[src/rtl/mem_ctrl_pkg.sv]
// Shared widths, default depth and FSM encodings for the single-port memory controller.
package mem_ctrl_pkg;
  localparam int MEMADDRSIZE  = 5;
  localparam int DATASIZE     = 8;
  localparam int MEMDEPTH_DEF = 25;

  localparam logic [1:0] ST_IDLE   = 2'd0;
  localparam logic [1:0] ST_ACCESS = 2'd1;
  localparam logic [1:0] ST_RESP   = 2'd2;
endpackage

[src/rtl/mem_ctrl.sv]
// Request/response front end for a combinational-read data memory: one access
// per request, out-of-range addresses answered with an error and counted.
//
// state  | meaning
// IDLE   | ready for a request; memory address follows req_addr
// ACCESS | registered request drives the memory for one cycle
// RESP   | response held until the consumer takes it
module mem_ctrl
  import mem_ctrl_pkg::*;
#(
  parameter int MEMDEPTH = MEMDEPTH_DEF
) (
  input  logic                   clk,
  input  logic                   rst,
  input  logic                   req_valid,
  output logic                   req_ready,
  input  logic                   req_wr,
  input  logic [MEMADDRSIZE-1:0] req_addr,
  input  logic [DATASIZE-1:0]    req_wdata,
  output logic                   rsp_valid,
  input  logic                   rsp_ready,
  output logic [DATASIZE-1:0]    rsp_rdata,
  output logic                   rsp_err,
  output logic                   mem_wr,
  output logic [MEMADDRSIZE-1:0] mem_addr,
  output logic [DATASIZE-1:0]    mem_datain,
  input  logic [DATASIZE-1:0]    mem_dataout,
  output logic [7:0]             err_cnt
);

  // One extra bit so a depth equal to the full address space still compares correctly.
  localparam logic [MEMADDRSIZE:0] DEPTH_L = (MEMADDRSIZE+1)'(MEMDEPTH);

  logic [1:0]             state, state_nxt;
  logic                   wr_q;
  logic [MEMADDRSIZE-1:0] addr_q;
  logic [DATASIZE-1:0]    wdata_q;
  logic                   accept;
  logic                   out_of_range;

  assign accept       = req_valid && (state == ST_IDLE);
  assign out_of_range = ({1'b0, req_addr} >= DEPTH_L);

  always_comb begin
    state_nxt = state;
    case (state)
      ST_IDLE:   if (accept) state_nxt = out_of_range ? ST_RESP : ST_ACCESS;
      ST_ACCESS: state_nxt = ST_RESP;
      ST_RESP:   if (rsp_ready) state_nxt = ST_IDLE;
      default:   state_nxt = ST_IDLE;
    endcase
  end

  // Output decode straight from the state register so reset removes mem_wr without a clock.
  always_comb begin
    req_ready  = (state == ST_IDLE);
    rsp_valid  = (state == ST_RESP);
    mem_wr     = (state == ST_ACCESS) && wr_q;
    mem_addr   = (state == ST_IDLE) ? req_addr : addr_q;
    mem_datain = wdata_q;
  end

  always_ff @(posedge clk or negedge rst) begin
    if (!rst) begin
      state     <= ST_IDLE;
      wr_q      <= 1'b0;
      addr_q    <= '0;
      wdata_q   <= '0;
      rsp_rdata <= '0;
      rsp_err   <= 1'b0;
      err_cnt   <= 8'd0;
    end else begin
      state <= state_nxt;
      if (accept) begin
        wr_q    <= req_wr;
        addr_q  <= req_addr;
        wdata_q <= req_wdata;
        rsp_err <= out_of_range;
        if (out_of_range) begin
          rsp_rdata <= '0;
          if (err_cnt != 8'hFF) err_cnt <= err_cnt + 8'd1;
        end
      end
      if (state == ST_ACCESS) rsp_rdata <= wr_q ? '0 : mem_dataout;
    end
  end

endmodule

[config.mk]
export PLATFORM = sky130hd
export DESIGN_NAME = mem_ctrl
export DESIGN_NICKNAME = d
export VERILOG_FILES = /design/src/rtl/mem_ctrl_pkg.sv /design/src/rtl/mem_ctrl.sv
export SDC_FILE = /design/constraint.sdc
export NUM_CORES = 1
export LEC_CHECK = 0
export ABC_AREA = 1
export CORE_UTILIZATION = 40
export CTS_BUF_LIST = sky130_fd_sc_hd__clkbuf_16
export CTS_CLUSTER_SIZE = 10
export DETAILED_ROUTE_END_ITERATION = 12
export PLACE_DENSITY = 0.85
export SYNTH_ARGS = -nofsm -noshare
export SYNTH_HDL_FRONTEND = slang
export SYNTH_SLANG_ARGS = --single-unit
[constraint.sdc]
create_clock -name clk -period 1.2 [get_ports clk]
set_input_delay 0.18 -clock clk [delete_from_list [all_inputs] [get_ports clk]]
set_output_delay 0.18 -clock clk [all_outputs]
set_load 0.005 [all_outputs]
==> impl_metrics.csv, run 1 <==
group,metric,value,unit
detailed_routing,drcViolationCount,0,
timing,timing.hold.ws,0.2709,ns
status,violations,"setup timing",
grt,grt_max_degree,34,
setup_path,worstPathMaxFanout,5,
timing,hold_viol,0,
yosys,synth.avg_cell_area,7.965,µm²
detailed_routing,drt_iter0_drc,93,
yosys,ys_warn_count,0,
yosys,syn_area,1633,µm²
setup_path,r2r_cells,8,
finish,syn_to_final_growth,66.51,%
power_and_ir_drop,power.leakage,1.474,nW
timing,layout_setup_ws,-0.2313,ns
placed_design,numPortBuffers,58,
timing,drv_slew,0,
setup_path,critical_path_required,1.02,ns
cts,h-tree-depth,2,
flow_run,max_cap_violations,0,
setup_path,path_class,"reg2out",
timing,finalCriticalPeriod,1.431,ns
finish,final_common_cell,"nand2_1",
detailed_routing,drt_first_pass_iters,4,
grt,grt_pass1_wl,6.837,mm
timing,slew_headroom,82.77,%
timing,rsz0062_at_grt,"yes",
finish,diodes,0,
finish,multi_input_area,739.5,µm²
cts,clk_latency,0.28,ns
yosys,ys_types,21,
timing,fin_worst_skew,0.001341,ns
timing,clock.fmax,698.7,MHz
die,start_util,42.98,%
setup_path,cp-end-kind,"primary output",
grt,gr-total-overflow,0,
finish,nFillCells,294,
grt,grt_pass1_vias,1565,
die,rows,22,
power_and_ir_drop,powerDensity,2083,nW/µm²
timing,setup-violations-final,40,
timing,fin_setup_tns,-5.726,ns
cts,clock-sinks,33,
detailed_routing,routed_wl,4.402,mm
finish,fin_cells,347,
yosys,yosys_register_bits,33,
power_and_ir_drop,total_power,5.664,mW
cts,numCtsBuffers,5,
placed_design,hpwl,2.782,mm
detailed_routing,vias,1621,
finish,drive_above_1_share,27.09,%
finish,fin_nets,325,
die,die_w,65.89,µm
die,die_area,4341,µm²
cts,clockBufferDepth,2,
status,status,"complete, but fails checks",
yosys,yosysSeqAreaShare,50.57,%
cts,clockRootBuffer,"clkbuf_16",
power_and_ir_drop,ir_drop,0.001451,V
setup_path,crit_path_start_kind,"flop",
placed_design,placed_area,2392,µm²
detailed_routing,antenna_left,0,
finish,utilization,71.57,%
placed_design,pre_cts_ws,-0.4336,ns
finish,fin_area,2719,µm²
cts,path_clk_slew,0.05,ns
finish,layout_common_cells,"84 x nand2_1, 29 x dfrtp_1, 27 x buf_4",
die,core,3799,µm²
placed_design,placed_cells,322,
yosys,syn-num-nets,232,
cts,cts_tree,"yes",
detailed_routing,routed_via_density,4.671,
timing,worstMarginPinSlew,0.2574,ns
yosys,synthesis.instances,205,
placed_design,place_congestion,0.7517,
finish,regArea,830.8,µm²
grt,antenna_found_initial,0,
grt,track_usage,21.65,%
die,die_y,65.89,µm
die,ios,59,
timing,fin_crit_sh,119.3,%
setup_path,crit_arrival,1.25,ns
min_path,hold_class,"in2async",
detailed_routing,wire_per_inst,12.69,µm
area by class of cell:
type	instances	share of cell area (%)
repair buffers	92	31.02
flip-flops and latches	33	30.56
multi-input cells	144	27.20
clock buffers	5	4.602
inverters	22	3.037
well taps	48	2.209
clock inverters	3	1.381
registers in the layout, indices dropped and copies added, names as in the netlist:
signal	count
addr_q	5
err_cnt	8
rsp_rdata	8
wr_q	1
rsp_err	1
mem_datain	8
state	2
metal layers:
metal | wire, µm | share of wire (%) | global-route usage, %
met5 | 0 | 0 | 0
met4 | 104 | 2.4 | 8.152
met3 | 276 | 6.3 | 7.241
met2 | 2308 | 52 | 37.76
met1 | 1713 | 39 | 24.10
final timing paths:
| kind | start | endpoint | slack [ns] |
|---|---|---|---|
| max | state[1] | mem_addr[3] | -0.23 |
| min | rst | mem_datain[0] | 0.27 |
| max reg2reg | state[1] | err_cnt[4] | -0.19 |
| min reg2reg | mem_datain[4] | mem_datain[4] | 0.46 |
| max in group asynchronous | rst | err_cnt[5] | 0.73 |
| min in group clk | req_wdata[7] | mem_datain[7] | 0.44 |
Yosys cell counts:
library cell | instances | share of area (%)
a21oi_2 | 1 | 0.54
buf_2 | 3 | 0.92
buf_6 | 3 | 2.1
dfrtp_1 | 33 | 51
ha_1 | 1 | 0.77
inv_1 | 18 | 4.1
inv_2 | 4 | 0.92
nand2_1 | 92 | 21
nand2_4 | 2 | 1.4
nand3_1 | 17 | 5.2
nand3_2 | 1 | 0.61
nand3_4 | 1 | 1.1
nand3b_1 | 1 | 0.46
nor2_1 | 8 | 1.8
nor2_2 | 2 | 0.77
nor2_4 | 2 | 1.4
nor2_8 | 1 | 1.2
o211ai_1 | 1 | 0.46
o21ai_0 | 8 | 2.5
o21ai_1 | 5 | 1.5
xor2_1 | 1 | 0.54
kinds of logic (layout without fill, tap and decap cells):
| family | count (synthesis) | in the layout | share of synthesized area (%) |
|---|---|---|---|
| AND/OR/NAND/NOR | 127 | 127 | 35.10 |
| flip-flops | 33 | 33 | 50.57 |
| buffers and inverters | 28 | 122 | 8.045 |
| AO/OA/AOI/OAI | 15 | 15 | 4.981 |
| adder cells (fa/ha/maj) | 1 | 1 | 0.7662 |
| XOR/XNOR | 1 | 1 | 0.5365 |
report_power, final:
group          switching (mW)  internal [mW]
clock network           0.450          0.963
logic                    1.14           1.34
registers               0.229           1.55
worst max-delay path, stage by stage, from the launching register on:
cell and delay (ns):
dfrtp_1 0.39, inv_2 0.11, nand2_8 0.08, clkbuf_16 0.16, nand2_2 0.06, o21ai_2 0.05
buf_2 0.12
timing repair:
action                     4_1_cts  5_1_grt
pin swaps                        7        1
resized for setup               75       13
hold buffers                     0        0
setup buffers                   15        3
gates cloned                     0        1
setup endpoints to repair       49       41
Power figures use the tool's default switching activity.
==> run 2: changes to the inputs <==
Settings changed: CORE_MARGIN set to 1.
==> results of run 2 <==
Final layout, timing and power as in run 1 (identical DEF).
==> run 3: changes to the inputs <==
==> constraint.sdc (replaced) <==
create_clock -name clk -period 1.2 [get_ports clk]
set_input_delay 0.12 -clock clk [delete_from_list [all_inputs] [get_ports clk]]
set_output_delay 0.12 -clock clk [all_outputs]
set_load 0.005 [all_outputs]
==> run 3 against run 2 <==
Compared with the run above:
- the flow still finishes with violations (setup timing)
- flip-flop and latch count is the same
- worst setup slack gained 0.11 ns
- sequential share of layout area shrank 0.20 points
- critical path depth grew 2
- global-route usage shrank 0.25 points
- highest routed layer unchanged
- first-iteration DRC count shrank 11%
- non-clock buffer count shrank 1
- via count shrank 2.5%
- critical endpoint is now err_cnt[5]
- register-to-register slack gained 0.06 ns
- combinational power shrank 2%
- cell area grew 0.51%
- clock power shrank 16%
==> impl_metrics.csv, run 3 (synthesized netlist as in run 1, its figures left out) <==
group,metric,value,unit
status,violations,"setup timing",
detailed_routing,drcViolationCount,0,
detailed_routing,routed_via_density,4.569,
timing,setup-violations-final,38,
cts,clockBufferDepth,2,
grt,gr-total-overflow,0,
power_and_ir_drop,power.leakage,1.475,nW
grt,busiest_layer,"met2",
setup_path,r2r-start,"state[1]",
setup_path,critical_path_buf_inv_count,3,
power_and_ir_drop,p_switching,1.820,mW
cts,numCtsBuffers,5,
setup_path,critPathSlowestCell,"dfrtp_1",
detailed_routing,wire_per_inst,12.08,µm
power_and_ir_drop,comb_power_share,44.7,%
die,die_y,65.89,µm
die,start_util,42.98,%
setup_path,path_delay_family,"simple AND/OR/NAND/NOR gates",
timing,fin_crit_sh,110.5,%
power_and_ir_drop,p_clk_share,21.9,%
grt,track_usage,21.40,%
grt,met1_usage,24.56,%
grt,antenna_found_initial,0,
power_and_ir_drop,p_int,3.585,mW
grt,grt_max_degree,34,
setup_path,worstPathMaxFanout,8,
setup_path,cp-end-kind,"flop",
timing,slew_headroom,87.53,%
detailed_routing,drt_first_pass_iters,4,
finish,layout_common_cells,"85 x nand2_1, 30 x dfrtp_1, 25 x clkdlybuf4s50_1, 25 x dlygate4sd2_1, 24 x buf_4",
cts,clock-sinks,33,
finish,syn_to_final_growth,67.36,%
setup_path,cp_slowest_stage_delay,0.39,ns
finish,final_common_cell,"nand2_1",
die,die_area,4341,µm²
finish,fin_nets,324,
cts,cts_tree,"yes",
cts,h-tree-depth,2,
setup_path,critical_path_required,1.36,ns
timing,layout_setup_ws,-0.1258,ns
detailed_routing,routed_wl,4.181,mm
grt,grtUsageMet3,6.724,%
timing,fin_worst_skew,0.005292,ns
setup_path,crit_arrival,1.49,ns
flow_run,max_cap_violations,0,
placed_design,numPortBuffers,58,
power_and_ir_drop,seqPwrFrac,33.5,%
placed_design,hpwl,2.723,mm
power_and_ir_drop,total_power,5.405,mW
setup_path,cp_num_cells,8,
timing,clock.fmax,754.3,MHz
cts,ctsHoldBuffers,0,
power_and_ir_drop,powerDensity,1978,nW/µm²
min_path,hold_class,"in2async",
die,core,3799,µm²
finish,diodes,0,
setup_path,crit_path_start_kind,"flop",
cts,path_clk_slew,0.05,ns
placed_design,place_congestion,0.8028,
grt,grt_use_met2,36.86,%
finish,utilization,71.94,%
die,die_w,65.89,µm
cts,clockRootBuffer,"clkbuf_16",
setup_path,crit_top_cell,"nand2_1",
detailed_routing,vias,1581,
grt,grt_pass1_vias,1551,
die,rows,22,
setup_path,cp_cell_sequence,"inv_2, nand2_8, buf_8, nor2_8, buf_6, nand3_4, nand2_1, nand2_1",
power_and_ir_drop,ir_drop,0.0009523,V
die,ios,59,
timing,rsz0062_at_grt,"yes",
timing,fin_setup_tns,-3.559,ns
detailed_routing,drt_iter0_drc,83,
cts,clk_latency,0.28,ns
timing,worstMarginPinSlew,0.1871,ns
power_and_ir_drop,switching_share,33.67,%
setup_path,r2r_cells,8,
setup_path,timing.rr.end,"err_cnt[5]",
setup_path,reg2reg_slack,-0.13,ns
status,status,"complete, but fails checks",
timing,hold_viol,0,
grt,grt_pass1_wl,6.851,mm
timing,drv_slew,0,
timing,finalCriticalPeriod,1.326,ns
setup_path,path_class,"reg2reg",
finish,drive_above_1_share,29.19,%
detailed_routing,antenna_left,0,
[run 3: cell count changes in the layout (fill, tap and decap cells not counted), sizes merged]
cell         previous run  this run
buf                    41        40
bufinv                  1         0
clkbuf                  7         5
clkinv                  1         3
dlygate4sd2            23        25
inv                    23        22
[run 3: power by group through the flow]
stage          clock [mW]  sequential [mW]  combinational, mW
2_1_floorplan           0             1.83              0.883
4_1_cts              1.20             1.78               2.27
3_3_place_gp            0             1.80               2.12
3_5_place_dp            0             1.81               2.17
6_report             1.18             1.81               2.41
5_1_grt              1.26             1.86               2.69
[run 3: per-stage QoR]
stage	hold WS, ns	cell area, µm²	std cells	setup slack, ns
4_1_cts	0.2241	2659	344	-0.1376
3_3_place_gp	0.4528	2400	323	-0.2357
3_5_place_dp	0.4574	2400	323	-0.3207
5_1_grt	0.2236	2733	346	-0.2035
2_1_floorplan	-0.1756	1635	205	0.003922
6_report	0.2136	2733	346	-0.1258
[run 3: how the worst max path moves through the flow]
stage | from | to | slack [ns]
after CTS | state[1] | mem_addr[4] | -0.14
after detailed placement | req_addr[4] | mem_addr[4] | -0.32
final | state[1] | err_cnt[5] | -0.13
after global placement | req_addr[2] | mem_addr[2] | -0.24
after global routing | state[1] | err_cnt[7] | -0.20
after floorplan | err_cnt[0] | err_cnt[5] | 0.004
[run 3: metal layers]
layer,part of all wire (%),up-vias
met1,43,716
met4,1.4,0
met5,0,-
li1,-,817
met2,51,41
met3,5.1,7
[run 3: timing repair]
item | in CTS | in global routing
resized for setup | 83 | 15
setup endpoints to repair | 49 | 42
endpoints found under the hold margin | 0 | 0
setup buffers | 13 | 2
pin swaps | 4 | 6
[run 3: cell type report]
class	count	area [µm²]
clock inverters	3	12.51
inverters	22	82.58
clock buffers	5	125.1
repair buffers	91	827.0
fillers	303	1066
multi-input cells	144	795.8
well taps	48	60.06
flip-flops and latches	33	829.5
